<file path="config.mk">
export PLATFORM = sky130hd
export DESIGN_NAME = mem_bank_ctrl
export DESIGN_NICKNAME = d
export VERILOG_FILES = /design/src/rtl/mem_bank_ctrl_pkg.sv /design/src/rtl/mem_bank_ctrl_rr_arb2.sv /design/src/rtl/mem_bank_ctrl.sv
export SDC_FILE = /design/constraint.sdc
export NUM_CORES = 1
export LEC_CHECK = 0
export BUFFER_PORTS_ARGS = -buffer_cell sky130_fd_sc_hd__clkbuf_2
export CAP_MARGIN = 10
export CORE_UTILIZATION = 25
export DETAILED_ROUTE_END_ITERATION = 10
export GPL_ROUTABILITY_DRIVEN = 0
export GPL_TIMING_DRIVEN = 1
export PLACE_DENSITY = 0.71
export SYNTH_ARGS = -nofsm -noshare
export SYNTH_HDL_FRONTEND = slang
export SYNTH_SLANG_ARGS = --single-unit
export TNS_END_PERCENT = 20
</file>
<file path="constraint.sdc">
create_clock -name clk -period 1.2 [get_ports clk]
set_input_delay 0.06 -clock clk [delete_from_list [all_inputs] [get_ports clk]]
set_output_delay 0.06 -clock clk [all_outputs]
set_load 0.02 [all_outputs]
</file>
<file path="src/rtl/mem_bank_ctrl_pkg.sv">
// Shared types for mem_bank_ctrl.
// Optional read-during-write forwarding: MEM_BANK_CTRL_FWD_EN.
package mem_bank_ctrl_pkg;

  typedef enum logic [1:0] {
    START,
    SWEEP,
    RUN
  } state_t;

  typedef logic rd_id_t;

  localparam int OUTPUT_DELAY_MAX = 2;

endpackage

</file>
<file path="src/rtl/mem_bank_ctrl_rr_arb2.sv">
// Two-input round-robin read arbiter.
// Pointer resets so that reader 0 wins the first tie.
module rr_arb2
  import mem_bank_ctrl_pkg::*;
(
  input  logic       clk,
  input  logic       reset_n,
  input  logic       en,
  input  logic [1:0] req,
  output logic [1:0] gnt
);

  rd_id_t last_q;

  // grant the lone requester, or the one not served last
  always_comb begin
    gnt = 2'b00;
    if (en) begin
      unique case (req)
        2'b01:   gnt = 2'b01;
        2'b10:   gnt = 2'b10;
        2'b11:   gnt = last_q ? 2'b01 : 2'b10;
        default: gnt = 2'b00;
      endcase
    end
  end

  // remember which reader won the last granted cycle
  always_ff @(posedge clk or negedge reset_n) begin
    if (!reset_n) begin
      last_q <= 1'b1;
    end else if (|gnt) begin
      last_q <= gnt[1];
    end
  end

endmodule

</file>
<file path="src/rtl/mem_bank_ctrl.sv">
// Sweep, write-priority and read round-robin control for one SDP bank.
// Define MEM_BANK_CTRL_FWD_EN to forward same-cycle write data to reads.
module mem_bank_ctrl
  import mem_bank_ctrl_pkg::*;
#(
  parameter int                    DATA_WIDTH   = 8,
  parameter int                    DEPTH        = 32,
  parameter int                    OUTPUT_DELAY = 1,
  parameter logic [DATA_WIDTH-1:0] INIT_VALUE   = '0,
  localparam int                   AW           = $clog2(DEPTH)
) (
  input  logic                  clk,
  input  logic                  reset_n,
  input  logic                  clear_req,
  output logic                  busy,
  input  logic                  pipe_wr_en,
  input  logic [AW-1:0]         pipe_wr_addr,
  input  logic [DATA_WIDTH-1:0] pipe_wr_data,
  output logic                  pipe_wr_drop,
  input  logic                  host_wr_req,
  input  logic [AW-1:0]         host_wr_addr,
  input  logic [DATA_WIDTH-1:0] host_wr_data,
  output logic                  host_wr_ack,
  input  logic [1:0]            rd_req,
  input  logic [AW-1:0]         rd_addr0,
  input  logic [AW-1:0]         rd_addr1,
  output logic [1:0]            rd_gnt,
  output logic                  rd_valid,
  output rd_id_t                rd_id,
  output logic [DATA_WIDTH-1:0] rd_data,
  output logic                  mem_wea,
  output logic [AW-1:0]         mem_addra,
  output logic [DATA_WIDTH-1:0] mem_dia,
  output logic                  mem_reb,
  output logic [AW-1:0]         mem_addrb,
  input  logic [DATA_WIDTH-1:0] mem_dob
);

  localparam logic [AW-1:0] LAST = AW'(DEPTH - 1);

  if (OUTPUT_DELAY < 0 || OUTPUT_DELAY > OUTPUT_DELAY_MAX) begin : g_bad_delay
    $error("mem_bank_ctrl: OUTPUT_DELAY must be 0, 1 or 2");
  end

  typedef struct packed {
    logic                  valid;
    rd_id_t                id;
`ifdef MEM_BANK_CTRL_FWD_EN
    logic                  hit;
    logic [DATA_WIDTH-1:0] data;
`endif
  } ret_t;

  state_t        state_q, state_d;
  logic [AW-1:0] cnt_q, cnt_d;
  ret_t          ret_in, ret_out;

  assign busy = (state_q != RUN);

  // state and sweep counter registers
  always_ff @(posedge clk or negedge reset_n) begin
    if (!reset_n) begin
      state_q <= START;
      cnt_q   <= '0;
    end else begin
      state_q <= state_d;
      cnt_q   <= cnt_d;
    end
  end

  // next state; counter only advances inside a sweep
  always_comb begin
    state_d = state_q;
    cnt_d   = '0;
    unique case (state_q)
      START: state_d = SWEEP;
      SWEEP: begin
        if (cnt_q == LAST) state_d = RUN;
        else cnt_d = cnt_q + 1'b1;
      end
      RUN: if (clear_req) state_d = SWEEP;
      default: state_d = START;
    endcase
  end

  // write port: sweep, then pipe over host
  always_comb begin
    mem_wea      = 1'b0;
    mem_addra    = '0;
    mem_dia      = '0;
    pipe_wr_drop = 1'b0;
    host_wr_ack  = 1'b0;
    if (state_q == SWEEP) begin
      mem_wea   = 1'b1;
      mem_addra = cnt_q;
      mem_dia   = INIT_VALUE;
    end
    if (busy) begin
      pipe_wr_drop = pipe_wr_en;
    end else if (pipe_wr_en) begin
      mem_wea   = 1'b1;
      mem_addra = pipe_wr_addr;
      mem_dia   = pipe_wr_data;
    end else if (host_wr_req) begin
      mem_wea     = 1'b1;
      mem_addra   = host_wr_addr;
      mem_dia     = host_wr_data;
      host_wr_ack = 1'b1;
    end
  end

  rr_arb2 u_arb (
    .clk     (clk),
    .reset_n (reset_n),
    .en      (!busy),
    .req     (rd_req),
    .gnt     (rd_gnt)
  );

  assign mem_reb   = |rd_gnt;
  assign mem_addrb = rd_gnt[1] ? rd_addr1 :
                     rd_gnt[0] ? rd_addr0 : '0;

  // tag entering the return delay line
  always_comb begin
    ret_in       = '0;
    ret_in.valid = mem_reb;
    ret_in.id    = rd_gnt[1];
`ifdef MEM_BANK_CTRL_FWD_EN
    ret_in.hit   = mem_wea && (mem_addra == mem_addrb);
    ret_in.data  = mem_dia;
`endif
  end

  if (OUTPUT_DELAY == 0) begin : g_nodly
    assign ret_out = ret_in;
  end else begin : g_dly
    ret_t pipe_q [OUTPUT_DELAY];

    // shift the tag alongside the bank read latency
    always_ff @(posedge clk or negedge reset_n) begin
      if (!reset_n) begin
        for (int i = 0; i < OUTPUT_DELAY; i++) pipe_q[i] <= '0;
      end else begin
        pipe_q[0] <= ret_in;
        for (int i = 1; i < OUTPUT_DELAY; i++) pipe_q[i] <= pipe_q[i-1];
      end
    end

    assign ret_out = pipe_q[OUTPUT_DELAY-1];
  end

  assign rd_valid = ret_out.valid;
  assign rd_id    = ret_out.id;

`ifdef MEM_BANK_CTRL_FWD_EN
  assign rd_data = !ret_out.valid ? '0 :
                   ret_out.hit ? ret_out.data : mem_dob;
`else
  assign rd_data = ret_out.valid ? mem_dob : '0;
`endif

endmodule

</file>
==> flow_summary.yaml <==
status:
  status: "finished with violations"
  violations: "negative setup slack"
cells_and_area:
  area_growth_pct: 92.62
  fillers: 300
  final_cell_mix: "clkbuf_2, buf_4, nor2_1, and2_1, clkbuf_4"
  regArea_um2: 251.5
  multiInputGateArea_um2: 581.8
  antenna_cells: 0
  final_common_cell: "clkbuf_2"
  nets: 244
  drive_gt1_share_pct: 61.58
clocking:
  h-tree-depth: 1
  cts-root-buf: "clkbuf_4"
  cts_buffer_depth: 2
  cts_made_buffers: 3
  cts_tree: "done"
  cts.sinks: 10
  clk_latency_ns: 0.27
  clk_pin_slew_ns: 0.07
synthesis:
  synth_area_leaders: "dfrtp_1, and2_1, a22oi_1"
  synth_area_um2: 797.0
  ys_types: 29
  synth-async-reset-ratio_pct: 100.0
  yosys.area.top_type: "dfrtp_1"
  avgSynthCellArea_um2: 8.302
  yosys.area.top_type_share_pct: 28.26
  synth-main-ff-cell: "dfrtp_1"
  synth_nets: 149
  synth_edf_count: 0
  synth_seq_cells: 10
  synth_cells: 96
  yosysSeqAreaShare_pct: 31.55
  ys_warn_count: 0
setup_path:
  critPathKind: "reg -> out"
  arrival_ns: 1.38
  cpMaxStageDelayCell: "dfrtp_1"
  cp-end-kind: "output port"
  startpoint_type: "register"
  cp.required_ns: 1.14
  critPathMaxFanout: 7
  slowest_delay_ns: 0.41
  path_cells: "and2b_1 -> nand2_1 -> o21ai_2 -> clkbuf_8"
grt:
  grt_pass1_vias: 909
  grt_overflow_total: 0
  grt_pass1_wl_um: 3898
  grt_max_degree: 18
  grtUsageTotal_pct: 15.09
  antenna_found_initial: 0
drt:
  antenna_left: 0
  routed_wl_um: 2650
  drt-initial-drc-count: 39
  firstDrtPassIters: 4
  vias: 1067
  wire_per_inst_um: 11.32
  drc_errors: 0
  routed_via_density: 4.560
floorplanning:
  row_count: 20
  core_area_um2: 3028
  dieArea_um2: 3418
  die_y_um: 58.46
  initial_core_util_pct: 26.32
  boundaryPins: 86
  die_x_um: 58.46
timing:
  finalMaxSlewViolations: 0
  period_share_pct: 120.4
  finalCriticalPeriod_ns: 1.445
  skew_ns: 0.003180
  finalHoldViolations: 0
  worstMarginPinSlew_ns: 0.2600
  max_freq_mhz: 692.2
  rsz0062_at_grt: "true"
  setup_viol: 26
  relSlewSlack_pct: 82.56
  fin_ws_ns: -0.2447
power_and_ir_drop:
  seq_power_share_pct: 26.4
  internal-power_mw: 1.215
  total_power_mw: 1.956
  p_leak_nw: 0.7980
  p_sw_share_pct: 37.90
  combinationalPowerShare_pct: 57.7
  p_per_area_nw_per_um2: 1274
  ir_drop_v: 0.001353
  p_sw_mw: 0.7412
  clkPwrFrac_pct: 15.9
placed_design:
  port_buffers: 85
  dpl_worst_slack_ns: -0.04823
  dp_hpwl_um: 2048
worst_hold_path:
  holdCritPathClass: "in -> reg"
run:
  maxCapViolCount: 0
[cell type report]
| cell class | count | area share (%) |
|---|---|---|
| Timing Repair Buffer | 95 | 39.36 |
| Tap cell | 44 | 3.586 |
| Multi-Input combinational cell | 80 | 37.90 |
| Clock buffer | 4 | 2.363 |
| Sequential cell | 10 | 16.38 |
| Inverter | 1 | 0.4075 |
[worst max-delay path, delay by kind of cell (launching register included)]
| family | cells | cell delay (ns) |
|---|---|---|
| AO/OA/AOI/OAI | 1 | 0.09 |
| buffers and inverters | 1 | 0.17 |
| flip-flops | 1 | 0.41 |
| AND/OR/NAND/NOR | 2 | 0.44 |
[stage by stage]
stage / hold slack, ns / instance area, um2 / instances / utilization, % / TNS, ns
final: 0.01678 / 1535 / 234 / 50.70 / -4.626
after CTS: 0.01917 / 1510 / 234 / 49.88 / -5.056
after global placement: -0.05994 / 1321 / 228 / 43.64 / -0.01595
after detailed placement: -0.05799 / 1321 / 228 / 43.64 / -0.09405
after global routing: 0.007894 / 1535 / 234 / 50.70 / -6.663
after floorplan: -0.2356 / 817.0 / 96 / - / -0.3461
[cells by family (layout without fill, tap and decap cells)]
logic type,after synthesis,in the layout,share of synthesized area [%]
xor+xnor,2,2,2.198
simple gates,47,47,29.98
flops,10,10,31.56
buf+inv,6,100,5.022
compound gates,24,24,21.82
fa+ha+maj,2,2,3.139
mux,5,5,6.280
[path summary, 6_finish.rpt]
path	start	to	slack, ns	cells after the start
worst max-delay path	state_q[1]$_DFFE_PN0P_	mem_addra[3]	-0.24	4
worst min-delay path	clear_req	state_q[1]$_DFFE_PN0P_	0.02	2
worst max register to register	cnt_q[0]$_DFF_PN0_	state_q[0]$_DFFE_PN0P_	-0.01	5
worst min register to register	state_q[1]$_DFFE_PN0P_	state_q[0]$_DFFE_PN0P_	0.51	1
max in group asynchronous	reset_n	u_arb.last_q$_DFFE_PN1P_	0.74	2
min in group asynchronous	reset_n	state_q[1]$_DFFE_PN0P_	0.20	2
[metal layers]
layer	global-route usage, %	share of wire [%]	vias to the layer above
met2	28.74	51	60
li1	-	-	527
met1	16.51	39	478
met4	2.041	0.15	0
met5	0	0	-
met3	5.055	9.2	2
[what timing repair did]
action	4_1_cts	5_1_grt
buffers inserted	1	0
hold endpoints to repair	10	0
setup endpoints to repair	27	31
gates resized for setup	39	17
pin swaps	5	2
hold buffers	1	0
[sequential cells by signal, summed over array words and instances, names as in the netlist]
signal and flops:
rd_id 1, rd_valid 1, u_arb.last_q 1, cnt_q 5
state_q 2
[cell usage after synthesis, types with 3 or more instances]
library cell / count
a22oi_1: 8
nor3_1: 3
nand2b_1: 3
o21ai_1: 5
a32oi_1: 5
nand2_1: 7
and2_1: 13
mux2i_1: 5
nor2_1: 15
dfrtp_1: 9
[power groups by stage]
stage	logic (mW)	registers, mW	clock network, mW
CTS	1.06	0.518	0.321
global placement	0.911	0.523	0
global route	1.22	0.530	0.339
detailed placement	0.935	0.520	0
floorplan	0.521	0.528	0
finish	1.13	0.516	0.311
(Power assumes the default switching activity.)
